[src/rtl/button_event_decoder.sv]
// Turns a debounced button level into one-cycle UI events: press, release,
// short click, double click, long press and auto-repeat while held.
module button_event_decoder #(
  parameter int LONG_CYCLES   = 50_000_000,
  parameter int GAP_CYCLES    = 12_500_000,
  parameter int REPEAT_CYCLES = 10_000_000
) (
  input  logic clk,
  input  logic n_rst,
  input  logic btn_in,
  input  logic in_active_low,
  output logic press_pulse,
  output logic release_pulse,
  output logic short_click,
  output logic double_click,
  output logic long_press,
  output logic repeat_pulse,
  output logic held
);

  localparam int MAX_LG  = (LONG_CYCLES > GAP_CYCLES) ? LONG_CYCLES : GAP_CYCLES;
  localparam int MAX_ALL = (MAX_LG > REPEAT_CYCLES) ? MAX_LG : REPEAT_CYCLES;
  localparam int CW      = $clog2(MAX_ALL + 1);

  localparam logic [CW-1:0] CNT_ZERO = {CW{1'b0}};
  localparam logic [CW-1:0] CNT_ONE  = {{(CW-1){1'b0}}, 1'b1};
  localparam logic [CW-1:0] LONG_LAST = CW'(LONG_CYCLES - 1);
  localparam logic [CW-1:0] GAP_LAST  = (GAP_CYCLES > 0) ? CW'(GAP_CYCLES - 1) : CNT_ZERO;
  localparam logic [CW-1:0] REP_LAST  = (REPEAT_CYCLES > 0) ? CW'(REPEAT_CYCLES - 1) : CNT_ZERO;
  localparam logic          GAP_EN    = (GAP_CYCLES > 0);
  localparam logic          REP_EN    = (REPEAT_CYCLES > 0);

  localparam logic [2:0] ST_IDLE   = 3'd0;
  localparam logic [2:0] ST_PRESS1 = 3'd1;
  localparam logic [2:0] ST_GAP    = 3'd2;
  localparam logic [2:0] ST_LONG   = 3'd3;
  localparam logic [2:0] ST_PRESS2 = 3'd4;

  logic          btn_s_q, btn_s_d;
  logic          btn_p_q, btn_p_d;
  logic          rise_s, fall_s;
  logic [2:0]    state_q, state_d;
  logic [CW-1:0] cnt_q, cnt_d;

  // FSM decision strobes, registered alongside the state
  logic ev_press_q,   ev_press_d;
  logic ev_release_q, ev_release_d;
  logic ev_short_q,   ev_short_d;
  logic ev_double_q,  ev_double_d;
  logic ev_long_q,    ev_long_d;
  logic ev_repeat_q,  ev_repeat_d;

  logic press_q,   press_d;
  logic release_q, release_d;
  logic short_q,   short_d;
  logic double_q,  double_d;
  logic long_q,    long_d;
  logic repeat_q,  repeat_d;
  logic held_q,    held_d;

  // Polarity correction and edge-detect pipeline inputs
  always_comb begin
    btn_s_d = btn_in ^ in_active_low;
    btn_p_d = btn_s_q;
    rise_s  = btn_s_q & ~btn_p_q;
    fall_s  = ~btn_s_q & btn_p_q;
  end

  // Event FSM: next state, counter and event strobes
  always_comb begin
    state_d      = state_q;
    cnt_d        = cnt_q;
    ev_press_d   = 1'b0;
    ev_release_d = 1'b0;
    ev_short_d   = 1'b0;
    ev_double_d  = 1'b0;
    ev_long_d    = 1'b0;
    ev_repeat_d  = 1'b0;
    case (state_q)
      ST_IDLE: begin
        if (rise_s) begin
          state_d    = ST_PRESS1;
          cnt_d      = CNT_ZERO;
          ev_press_d = 1'b1;
        end else begin
          cnt_d = cnt_q;
        end
      end
      ST_PRESS1: begin
        // A release on the threshold cycle wins over long_press
        if (fall_s) begin
          ev_release_d = 1'b1;
          cnt_d        = CNT_ZERO;
          if (GAP_EN) begin
            state_d = ST_GAP;
          end else begin
            state_d    = ST_IDLE;
            ev_short_d = 1'b1;
          end
        end else if (cnt_q == LONG_LAST) begin
          state_d   = ST_LONG;
          cnt_d     = CNT_ZERO;
          ev_long_d = 1'b1;
        end else begin
          cnt_d = cnt_q + CNT_ONE;
        end
      end
      ST_LONG: begin
        if (fall_s) begin
          state_d      = ST_IDLE;
          cnt_d        = CNT_ZERO;
          ev_release_d = 1'b1;
        end else if (!REP_EN) begin
          cnt_d = CNT_ZERO;
        end else if (cnt_q == REP_LAST) begin
          cnt_d       = CNT_ZERO;
          ev_repeat_d = 1'b1;
        end else begin
          cnt_d = cnt_q + CNT_ONE;
        end
      end
      ST_GAP: begin
        // A second press on the timeout cycle still counts as a double click
        if (rise_s) begin
          state_d     = ST_PRESS2;
          cnt_d       = CNT_ZERO;
          ev_press_d  = 1'b1;
          ev_double_d = 1'b1;
        end else if (cnt_q == GAP_LAST) begin
          state_d    = ST_IDLE;
          cnt_d      = CNT_ZERO;
          ev_short_d = 1'b1;
        end else begin
          cnt_d = cnt_q + CNT_ONE;
        end
      end
      ST_PRESS2: begin
        if (fall_s) begin
          state_d      = ST_IDLE;
          cnt_d        = CNT_ZERO;
          ev_release_d = 1'b1;
        end else begin
          cnt_d = cnt_q;
        end
      end
      default: begin
        state_d = ST_IDLE;
        cnt_d   = CNT_ZERO;
      end
    endcase
  end

  // Output stage inputs
  always_comb begin
    press_d   = ev_press_q;
    release_d = ev_release_q;
    short_d   = ev_short_q;
    double_d  = ev_double_q;
    long_d    = ev_long_q;
    repeat_d  = ev_repeat_q;
    held_d    = (state_q == ST_PRESS1) || (state_q == ST_LONG) || (state_q == ST_PRESS2);
  end

  // Input pipeline, FSM state and counter
  always_ff @(posedge clk or negedge n_rst) begin
    if (!n_rst) begin
      btn_s_q <= 1'b0;
      btn_p_q <= 1'b0;
      state_q <= ST_IDLE;
      cnt_q   <= CNT_ZERO;
    end else begin
      btn_s_q <= btn_s_d;
      btn_p_q <= btn_p_d;
      state_q <= state_d;
      cnt_q   <= cnt_d;
    end
  end

  // Registered event strobes
  always_ff @(posedge clk or negedge n_rst) begin
    if (!n_rst) begin
      ev_press_q   <= 1'b0;
      ev_release_q <= 1'b0;
      ev_short_q   <= 1'b0;
      ev_double_q  <= 1'b0;
      ev_long_q    <= 1'b0;
      ev_repeat_q  <= 1'b0;
    end else begin
      ev_press_q   <= ev_press_d;
      ev_release_q <= ev_release_d;
      ev_short_q   <= ev_short_d;
      ev_double_q  <= ev_double_d;
      ev_long_q    <= ev_long_d;
      ev_repeat_q  <= ev_repeat_d;
    end
  end

  // Output registers
  always_ff @(posedge clk or negedge n_rst) begin
    if (!n_rst) begin
      press_q   <= 1'b0;
      release_q <= 1'b0;
      short_q   <= 1'b0;
      double_q  <= 1'b0;
      long_q    <= 1'b0;
      repeat_q  <= 1'b0;
      held_q    <= 1'b0;
    end else begin
      press_q   <= press_d;
      release_q <= release_d;
      short_q   <= short_d;
      double_q  <= double_d;
      long_q    <= long_d;
      repeat_q  <= repeat_d;
      held_q    <= held_d;
    end
  end

  assign press_pulse   = press_q;
  assign release_pulse = release_q;
  assign short_click   = short_q;
  assign double_click  = double_q;
  assign long_press    = long_q;
  assign repeat_pulse  = repeat_q;
  assign held          = held_q;

endmodule

[config.mk]
export PLATFORM = sky130hd
export DESIGN_NAME = button_event_decoder
export DESIGN_NICKNAME = d
export VERILOG_FILES = /design/src/rtl/button_event_decoder.sv
export SDC_FILE = /design/constraint.sdc
export NUM_CORES = 1
export LEC_CHECK = 0
export BUFFER_PORTS_ARGS = -buffer_cell sky130_fd_sc_hd__buf_4
export CORE_MARGIN = 2
export CORE_UTILIZATION = 60
export DETAILED_ROUTE_END_ITERATION = 10
export GPL_TIMING_DRIVEN = 0
export PLACE_DENSITY = 0.9
export SYNTH_ARGS = -nofsm -noshare
export SYNTH_HDL_FRONTEND = slang
export SYNTH_SLANG_ARGS = --single-unit
export TNS_END_PERCENT = 50
[constraint.sdc]
create_clock -name clk -period 3.1 [get_ports clk]
set_clock_uncertainty 0.2 [all_clocks]
set_input_delay 0.155 -clock clk [delete_from_list [all_inputs] [get_ports clk]]
set_output_delay 0.155 -clock clk [all_outputs]
set_load 0.01 [all_outputs]
# Yosys cells after proc, flatten, opt, wreduce, memory -nomap -nowiden
# Cells that the tools add are included.
[classes]
addsub = 1
eq_ne = 12
muxes = 30
bitwise_logic = 5
n_reduce_logical = 8
[op_table]
columns = ["cell", "n"]
rows = [
  ["2-to-1 mux 26 bit", 8],
  ["case mux 26 bit (5 select lines)", 1],
  ["equality test 26 x 24 -> 1 bit (second input constant)", 2],
  ["adder 26 x 1 -> 26 bit (second input constant)", 1],
  ["equality test 26 bit (second input constant)", 1],
  ["2-to-1 mux 3 bit", 6],
  ["2-to-1 mux 1 bit", 14],
  ["case mux 3 bit (4 select lines)", 1],
  ["equality test 3 x 2 -> 1 bit (second input constant)", 2],
  ["!= test 3 bit (second input constant)", 2],
  ["!= test 2 bit (second input constant)", 2],
  ["AND reduction 4 bit", 1],
  ["OR reduction 2 bit", 2],
  ["equality test 3 x 1 -> 1 bit (second input constant)", 1],
  ["equality test 3 bit (second input constant)", 1],
  ["logical NOT 3 bit", 1],
  ["OR reduction 3 bit", 1],
  ["AND 1 bit", 2],
  ["logical OR 1 bit", 2],
  ["!= test 2 x 1 -> 1 bit (second input constant)", 1],
  ["NOT 1 bit", 2],
  ["AND reduction 2 bit", 1],
  ["XOR 1 bit", 1],
]
[word_totals]
register_bits = 44
inputBits = 4
out_inout_bits = 7
elab_cells = 73

# Depth between registers and ports, before layout
# Gate-level depths: netlist of the first run.
[depth]
ltp_word = 4
ltp_mapped = 8
depth_no_buf = 6

# Worst setup path before layout of the first run
# OpenSTA, ideal clock, no wires.
[synth_path]
kind = "register to register"
start = "reg cnt_q[0]"
end = "reg cnt_q[24]"
setup_time_ns = 0.077
arrival_time_ns = 2.149
required_ns = 2.823
slack_ns = 0.674
path_stages_with_launch = 8
path_buffers = 1
period_less_slack_ns = 2.426
cell_sequence = "dfrtp_1 -> ha_1 -> nand4_1 -> or3_1 -> buf_2 -> or4_4 -> or3_1 -> a21oi_1"
[synth_between]
elab_chain_len = 4
word_cells_on_any_way = 11
cone_classes = "add/sub: 1; eq/ne: 3; mux: 7"
[synth_lines]
columns = ["item", "line", "source"]
rows = [
  ["start, declared", "43", "logic [CW-1:0] cnt_q, cnt_d;"],
  ["start signal, assigned", "175", "cnt_q <= cnt_d;"],
  ["adder 26 x 1 -> 26 bit, or another cell as far along", "105, 119, 134", ""],
  ["2-to-1 mux 26 bit (on tied branches)", "129, 100, 115", ""],
  ["2-to-1 mux 26 bit (on tied branches)", "124, 109, 91", ""],
  ["case mux 26 bit (5 select lines) *", "79", "case (state_q)"],
]
# Every way passes the cells marked *; elsewhere a longest branch is shown, timed or not.
# A chain may end at the register's enable or synchronous reset.

# Final worst setup path of the first run
[layout_path]
start = "reg cnt_q[8]"
end = "reg cnt_q[9]"
# The elaborated chain is that of the path after synthesis.

==> results of run 1 <==
## state kept, by name, summed over array words and instances, names as in the netlist
signal,flops
btn_p_d,1
btn_p_q,1
cnt_q,26
double_click,1
double_d,1
ev_long_q,1
ev_press_q,1
ev_release_q,1
ev_repeat_q,1
ev_short_q,1
held,1
long_press,1
press_pulse,1
release_pulse,1
repeat_pulse,1
short_click,1
state_q,3
## layout make-up
type / count / area, sq um / share of cell area, %
clock inverters: 2 / 10.01 / 0.4053
inverters: 4 / 15.01 / 0.6079
plain buffers: 9 / 52.55 / 2.128
flip-flops and latches: 44 / 1101 / 44.58
repair buffers: 13 / 105.1 / 4.255
well taps: 48 / 60.06 / 2.432
clock buffers: 6 / 82.58 / 3.343
multi-input cells: 159 / 1044 / 42.25
## cells in the final DEF (no fill, tap or decap), types with 3 or more instances in the layout
master	netlist	final
clkbuf_8	0	6
inv_1	4	4
or4_1	3	3
or3_1	4	4
nand4_1	6	6
dfrtp_1	44	44
nor2_1	23	23
a21oi_1	3	3
and3_1	3	3
o21ai_0	9	9
nand3_1	12	12
mux2i_1	3	3
buf_2	3	3
nor3_1	11	11
dlygate4sd3_1	0	3
buf_4	0	10
clkbuf_1	4	4
nand2b_1	6	6
o2bb2ai_1	3	3
nor4_1	10	10
nand2_1	14	14
xnor2_1	11	11
## metal layers
| layer | vias up | GRT usage [%] | routed length, microns |
|---|---|---|---|
| met5 | - | 0 | 0 |
| met4 | 0 | 13.30 | 66 |
| met3 | 9 | 5.035 | 264 |
| met2 | 60 | 39.05 | 2257 |
| met1 | 853 | 30.88 | 1939 |
| li1 | 838 | - | - |
## worst paths after layout
kind / from / endpoint / cells after the start
worst min-delay path: ev_release_q$_DFF_PN0_ / release_pulse$_DFF_PN0_ / 0
min in group asynchronous: n_rst / cnt_q[19]$_DFFE_PN0P_ / 2
worst max-delay path: cnt_q[8]$_DFFE_PN0P_ / cnt_q[9]$_DFFE_PN0P_ / 6
worst min register to register: ev_release_q$_DFF_PN0_ / release_pulse$_DFF_PN0_ / 0
max in group asynchronous: n_rst / btn_p_q$_DFF_PN0_ / 2
worst max register to register: cnt_q[8]$_DFFE_PN0P_ / cnt_q[9]$_DFFE_PN0P_ / 6
## synthesized netlist by cell type, types with 2 or more instances
| cell | number | area share, % |
|---|---|---|
| dfrtp_1 | 44 | 50 |
| nor2_1 | 23 | 3.9 |
| nand2_1 | 14 | 2.4 |
| nand3_1 | 12 | 2.7 |
| nor3_1 | 11 | 2.5 |
| xnor2_1 | 11 | 4.4 |
| nor4_1 | 10 | 2.8 |
| o21ai_0 | 9 | 2.0 |
| nand2b_1 | 6 | 1.7 |
| nand4_1 | 6 | 1.7 |
| clkbuf_1 | 4 | 0.68 |
| inv_1 | 4 | 0.68 |
| or3_1 | 4 | 1.1 |
| a21oi_1 | 3 | 0.68 |
| and3_1 | 3 | 0.85 |
| buf_2 | 3 | 0.68 |
| mux2i_1 | 3 | 1.4 |
| o2bb2ai_1 | 3 | 1.2 |
| or4_1 | 3 | 1.0 |
| a31oi_1 | 2 | 0.57 |
| a31oi_2 | 2 | 1.1 |
| and2_1 | 2 | 0.57 |
| buf_6 | 2 | 1.0 |
| nand3b_1 | 2 | 0.68 |
| nor3b_1 | 2 | 0.68 |
| nor4_4 | 2 | 1.9 |
| o22a_1 | 2 | 0.79 |
| o22ai_1 | 2 | 0.57 |
| xor2_1 | 2 | 0.79 |
## power breakdown
part	leakage (nW)	switching (mW)	internal, mW	total [mW]
clock network	0.0510	0.191	0.178	0.369
logic	0.334	0.307	0.193	0.500
registers	0.600	0.0591	0.627	0.686
## metrics by stage
step                power (mW)  instance area, sq um  utilization, %  worst slack, ns
finish                   1.555                  2470           68.49           0.2818
global route             1.647                  2470           68.49           0.1112
CTS                      1.563                  2470           68.49           0.3116
detailed placement       1.193                  2347           65.09           0.3508
global placement         1.177                  2347           65.09           0.4561
floorplan                1.044                  2212               -           0.6736
## kinds of logic (layout without fill, tap and decap cells)
| kind of cell | count (synthesis) | in the layout |
|---|---|---|
| buffers and inverters | 13 | 34 |
| XOR/XNOR | 13 | 13 |
| multiplexers | 3 | 3 |
| AND/OR/NAND/NOR | 112 | 112 |
| adder cells (fa/ha/maj) | 1 | 1 |
| flip-flops | 44 | 44 |
| AO/OA/AOI/OAI | 30 | 30 |
==> results.md, run 1 <==
- Final slew viol count: 0
- Fin Setup TNS: 0 ns
- Detailed-route vias per instance: 6.175
- Post-CTS repair timing setup buffer count: 0
- Tot GR Track Use: 24.37%
- Mean Syn Cell Area: 10.24 sq um
- Root Driver: clkbuf_8
- Post-synthesis cell type count: 49
- Cell Chain, Critical Path: nor4bb_1 -> and4b_1 -> a31oi_1 -> nor4_4 -> buf_6 -> o32ai_1
- Synthesized Nets: 221
- Sequential element share of the synthesized area: 49.77%
- Power Dens Cells: 629.5 nW/um^2
- Crit path buf inv count: 1
- Count of instances resized after the clock tree is built: 0
- Level count of the clock H-tree: 2
- Yosys warnings: 0
- Post-synthesis adder-cell area fraction: 0.5656%
- Number of setup violations in the final report: 0
- Placed cell count: 274
- Flip-flop cell with the highest count after synthesis: dfrtp_1
- Cell family contributing the most delay on the critical path: simple AND/OR/NAND/NOR gates
- Drt first pass iters: 4
- Max-cap violations: 0
- Post-synthesis register bit count: 44
- Register-to-register path setup slack: 0.28 ns
- VDD IR-drop max: 0.0003963 V
- Critical Path Start Type: register
- Fraction of the mapped netlist area in compound gates: 10.01%
- First-pass GRT wire length: 7817 microns
- Crit-path slowest cell: nor4bb_1
- Sum of overflow across all layers after global routing: 0
- Per-cell routed wire length: 15.89 microns
- Unrepaired setup endpoints after global routing: no
- Hold_buf cts: 3
- Number of nets in the layout: 241
- Count of pins on the block boundary: 11
- Final Hold Violating Endpoints: 0
- Core Region: 3606 sq um
- Initial antenna violation count: 0
- Number of CTS-inserted buffers: 5
- CTS Sinks: 44
- Number of instances in the synthesized netlist: 216
- Crit-path max FO: 10
- Pin count of the biggest net entering global routing: 45
- Overall routed net length: 4528 microns
- Data arrival time of the critical path: 2.78 ns
- Starting DRT DRC Count: 91
- HPWL reported at the end of detailed placement: 3134 microns
- Leakage: 0.9855 nW
- Layout overhead on the synthesized area: 11.65%
- Initial core utilization: 61.35%
- Worst-case clock buffer depth: 2
- Post-synth design cell area: 2212 sq um
- Worst rel slew slack: 53.61%
- Clock transition at the registers of the reported paths: 0.08 ns
- Largest family of logic cells by synthesized area: simple AND/OR/NAND/NOR gates
- Antenna cells: 0
- Final period demand of the worst path: 2.818 ns
- Transition time of the tightest slew-check pin: 0.6926 ns
- Final period utilization: 90.91%
- FFs w/ async S/R, synth: 100.0%
- Fraction of final layout cells sized beyond drive strength 1: 13.50%
- Last weighted congestion value of the routability-driven placer: 0.8608
- Number of flops mapped to enable cells by yosys: 0
- Input/output buffers: 10
- Mux contribution to synthesized area: 1.357%
- Number of routed nets with antenna violations: 0
- Via count of the first global-routing pass: 1743
- Start-to-end type of the worst setup path: reg -> reg
- TritonCTS clock tree: yes
- Drc violations: 0
- Data required time of the worst path: 3.06 ns
- Run status: finished clean
- Filler cells: 308
- CP Capture Type: register
- Site Rows: 22
- Die H: 64.72 microns
- Post-Route Hold Slack: 0.1562 ns
- Fraction of synthesized cell area in xor and xnor cells: 5.147%
- Count of non-filler cells in the finished layout: 285
- Via count: 1760
- Worst stage delay on the critical path: 0.60 ns
- Fmax: 354.8 MHz
- Path class of the lowest-slack min-delay path: reg -> reg
- Clk Latency, worst-skew pair: 0.30 ns
- Synthesized-area fraction occupied by and/or/nand/nor cells: 30.09%
- Chip width: 64.72 microns
- Die Footprint: 4189 sq um
Power figures use the tool's default switching activity.
==> inputs of run 2 (changes only) <==
Settings changed: CORE_UTILIZATION 60 to 54, PLACE_DENSITY 0.9 to 0.86.
Clock period 3.1 ns to 2.55 ns, I/O delays scaled along.
==> run 2 against run 1 <==
Net effect:
- routed wire length is 10% higher
- utilization is 0.25 points higher
- worst hold slack worse by 0.015 ns
- worst setup slack worse by 0.28 ns
- via count is 4.3% higher
- cell count is 5.6% higher
- global-route usage is 1.4 points lower
- clock-buffer cell count is 1 lower
- combinational power is 79% higher
- register-to-register slack worse by 0.28 ns
- maximum frequency is 11% higher
- sequential share of layout area is 4.2 points lower
- largest power group is now combinational logic
==> results.md, run 2 (synthesized netlist as in run 1, its figures left out) <==
- Overall routed net length: 4980 microns (+10%)
- Post-Route Hold Slack: 0.1414 ns (-0.01480 ns)
- Final period utilization: 99.93% (+9.0 points)
- Transition time of the tightest slew-check pin: 0.5282 ns (-0.1644 ns)
- Drc violations: 0 (unchanged)
- Largest register by flop count: cnt_q
- TritonCTS clock tree: yes
- Number of flip-flops in the largest register: 26 (unchanged)
- Start-to-end type of the worst setup path: reg -> reg
- Clock transition at the registers of the reported paths: 0.09 ns (about the same)
- Detailed-route vias per instance: 6.096 (-1.3%)
- Site Rows: 23 (+4.5%)
- Filler cells: 268 (-13%)
- Worst Reg2Reg Path Length in Cells: 8 (+2)
- Root Driver: clkbuf_8
- Initial core utilization: 55.70% (-5.6 points)
- Via count: 1835 (+4.3%)
- Antenna cells: 0 (unchanged)
- Layout overhead on the synthesized area: 23.42%
- Pin count of the biggest net entering global routing: 45 (unchanged)
- Per-cell routed wire length: 16.54 microns (+4.1%)
- Chip width: 68.01 microns (+5.1%)
- HPWL reported at the end of detailed placement: 3035 microns (-3.2%)
- Level count of the clock H-tree: 2 (unchanged)
- Unrepaired setup endpoints after global routing: yes
- Run status: finished clean
- Final Hold Violating Endpoints: 0 (unchanged)
- Number of nets in the layout: 255 (+5.8%)
- Max-cap violations: 0 (unchanged)
- Die H: 68.01 microns (+5.1%)
- Data arrival time of the critical path: 2.52 ns (-0.26 ns)
- Fmax: 392.4 MHz (+11%)
- M1 wire length: 2113 microns (+9.0%)
- Last weighted congestion value of the routability-driven placer: 0.8984 (+4.4%)
- Drt first pass iters: 4 (unchanged)
- Post-layout worst setup margin: 0.001682 ns (-0.2801 ns)
- Leading cell types in the layout, fill and taps excluded: dfrtp_1 (43), buf_4 (23), nor2_1 (22)
- Starting DRT DRC Count: 156 (+71%)
- Leakage: 1.081 nW (+9.7%)
- Power Dens Cells: 832.5 nW/um^2 (+32%)
- Critical Path Start Type: register
- Top routing layer used: met4
- Area of the multi-input gates: 1146 sq um (+9.8%)
- Via count of the first global-routing pass: 1658 (-4.9%)
- Final slew viol count: 0 (unchanged)
- Detailed-routed wire length on met2: 2491 microns (+10%)
- Top Registers: cnt_q (26), state_q (3)
- Register-to-register path setup slack: 0.002 ns (-0.28 ns)
- Final period demand of the worst path: 2.548 ns (-0.2699 ns)
- Number of CTS-inserted buffers: 5 (unchanged)
- Reg-to-Reg Start: cnt_q[7]$_DFFE_PN0P_
- Number of setup violations in the final report: 0 (unchanged)
- Reg-to-reg endpoint: cnt_q[4]$_DFFE_PN0P_
- Data required time of the worst path: 2.52 ns (-0.54 ns)
- Most common cell after layout, fill and taps aside: dfrtp_1
- Fraction of final layout cells sized beyond drive strength 1: 22.71% (+9.2 points)
- Area taken by flip-flops and latches: 1102 sq um (+0.11%)
- Setup WS pre-CTS: -0.1761 ns (-0.5270 ns)
- Core Region: 3971 sq um (+10%)
- Die Footprint: 4625 sq um (+10%)
- Input/output buffers: 10 (unchanged)
- Number of routed nets with antenna violations: 0 (unchanged)
- Crit-path max FO: 10 (unchanged)
- Worst rel slew slack: 64.78% (+11 points)
- CP Capture Type: register
- Total met3 wirelength after detailed routing: 314 microns (+19%)
- Worst-case clock buffer depth: 2 (unchanged)
- Sum of overflow across all layers after global routing: 0 (unchanged)
- First-pass GRT wire length: 7783 microns (-0.43%)
- Path class of the lowest-slack min-delay path: in -> async
- CTS Sinks: 44 (unchanged)
- VDD IR-drop max: 0.0006299 V (+59%)
- Tot GR Track Use: 22.94% (-1.4 points)
- Initial antenna violation count: 0 (unchanged)
- Clk Latency, worst-skew pair: 0.30 ns (about the same)
- Count of pins on the block boundary: 11 (unchanged)
-- run 2: cell count changes in the layout (fill, tap and decap cells not counted), moves of 2 or more --
cell      before  now
buf_4         10   23
clkinv_4       0    2
buf_6          2    0
a31oi_2        2    0
a31oi_4        0    3
clkinv_2       2    0
buf_8          0    2
-- run 2: timing repair --
| item | CTS | global route |
|---|---|---|
| endpoints found under the hold margin | 45 | 0 |
| buffers inserted | 6 | 7 |
| endpoints found under the setup margin | 25 | 26 |
| pin swaps | 2 | 7 |
| hold buffers | 3 | 0 |
| gates cloned | 0 | 1 |
| gates resized for setup | 5 | 14 |
-- run 2: metrics by stage --
step | util, % | instance area (sq um) | std cells | power [mW] | TNS [ns]
5_1_grt | 68.75 | 2730 | 301 | 2.386 | -1.100
6_report | 68.75 | 2730 | 301 | 2.273 | 0
4_1_cts | 64.90 | 2577 | 293 | 2.067 | -0.1035
3_5_place_dp | 59.17 | 2350 | 276 | 1.443 | -2.608
3_3_place_gp | 59.17 | 2350 | 276 | 1.430 | -1.905
2_1_floorplan | - | 2212 | 216 | 1.270 | 0
-- run 2: how the worst max path moves through the flow --
stage / from / endpoint / slack [ns] / cells past startpoint
after CTS: cnt_q[7]$_DFFE_PN0P_ / cnt_q[9]$_DFFE_PN0P_ / -0.03 / 7
after global routing: cnt_q[6]$_DFFE_PN0P_ / cnt_q[4]$_DFFE_PN0P_ / -0.08 / 7
after detailed placement: cnt_q[18]$_DFFE_PN0P_ / cnt_q[9]$_DFFE_PN0P_ / -0.18 / 6
after global placement: cnt_q[18]$_DFFE_PN0P_ / cnt_q[4]$_DFFE_PN0P_ / -0.15 / 6
after floorplan: cnt_q[0]$_DFFE_PN0P_ / cnt_q[24]$_DFFE_PN0P_ / 0.12 / 7
final: cnt_q[7]$_DFFE_PN0P_ / cnt_q[4]$_DFFE_PN0P_ / 0.002 / 8
-- run 2: cell type report --
class / count / share of cell area (%)
Multi-Input combinational cell: 159 / 41.98
Sequential cell: 44 / 40.38
Timing Repair Buffer: 27 / 8.341
Clock buffer: 5 / 2.521
Tap cell: 50 / 2.291
Buffer: 9 / 2.200
Clock inverter: 3 / 1.742
Inverter: 4 / 0.5500
-- run 2: worst max-delay path: stages, from the launching register on --
cell and delay, ns:
dfrtp_2 0.44, or4b_4 0.55, nor4_4 0.15, buf_4 0.20, a31oi_4 0.15, nor4_4 0.34
buf_4 0.17, buf_8 0.13, o22ai_1 0.08
-- run 2: report_power, final --
group / internal [mW] / switching (mW) / total [mW]
Clock: 0.295 / 0.249 / 0.544
Combinational: 0.425 / 0.470 / 0.896
Sequential: 0.762 / 0.0712 / 0.833
Total: 1.48 / 0.791 / 2.27
-- run 2: layer usage --
metal / vias up / global-route usage (%)
met5: - / 0
li1: 867 / -
met2: 61 / 35.80
met1: 900 / 30.91
met4: 0 / 9.500
met3: 7 / 5.263
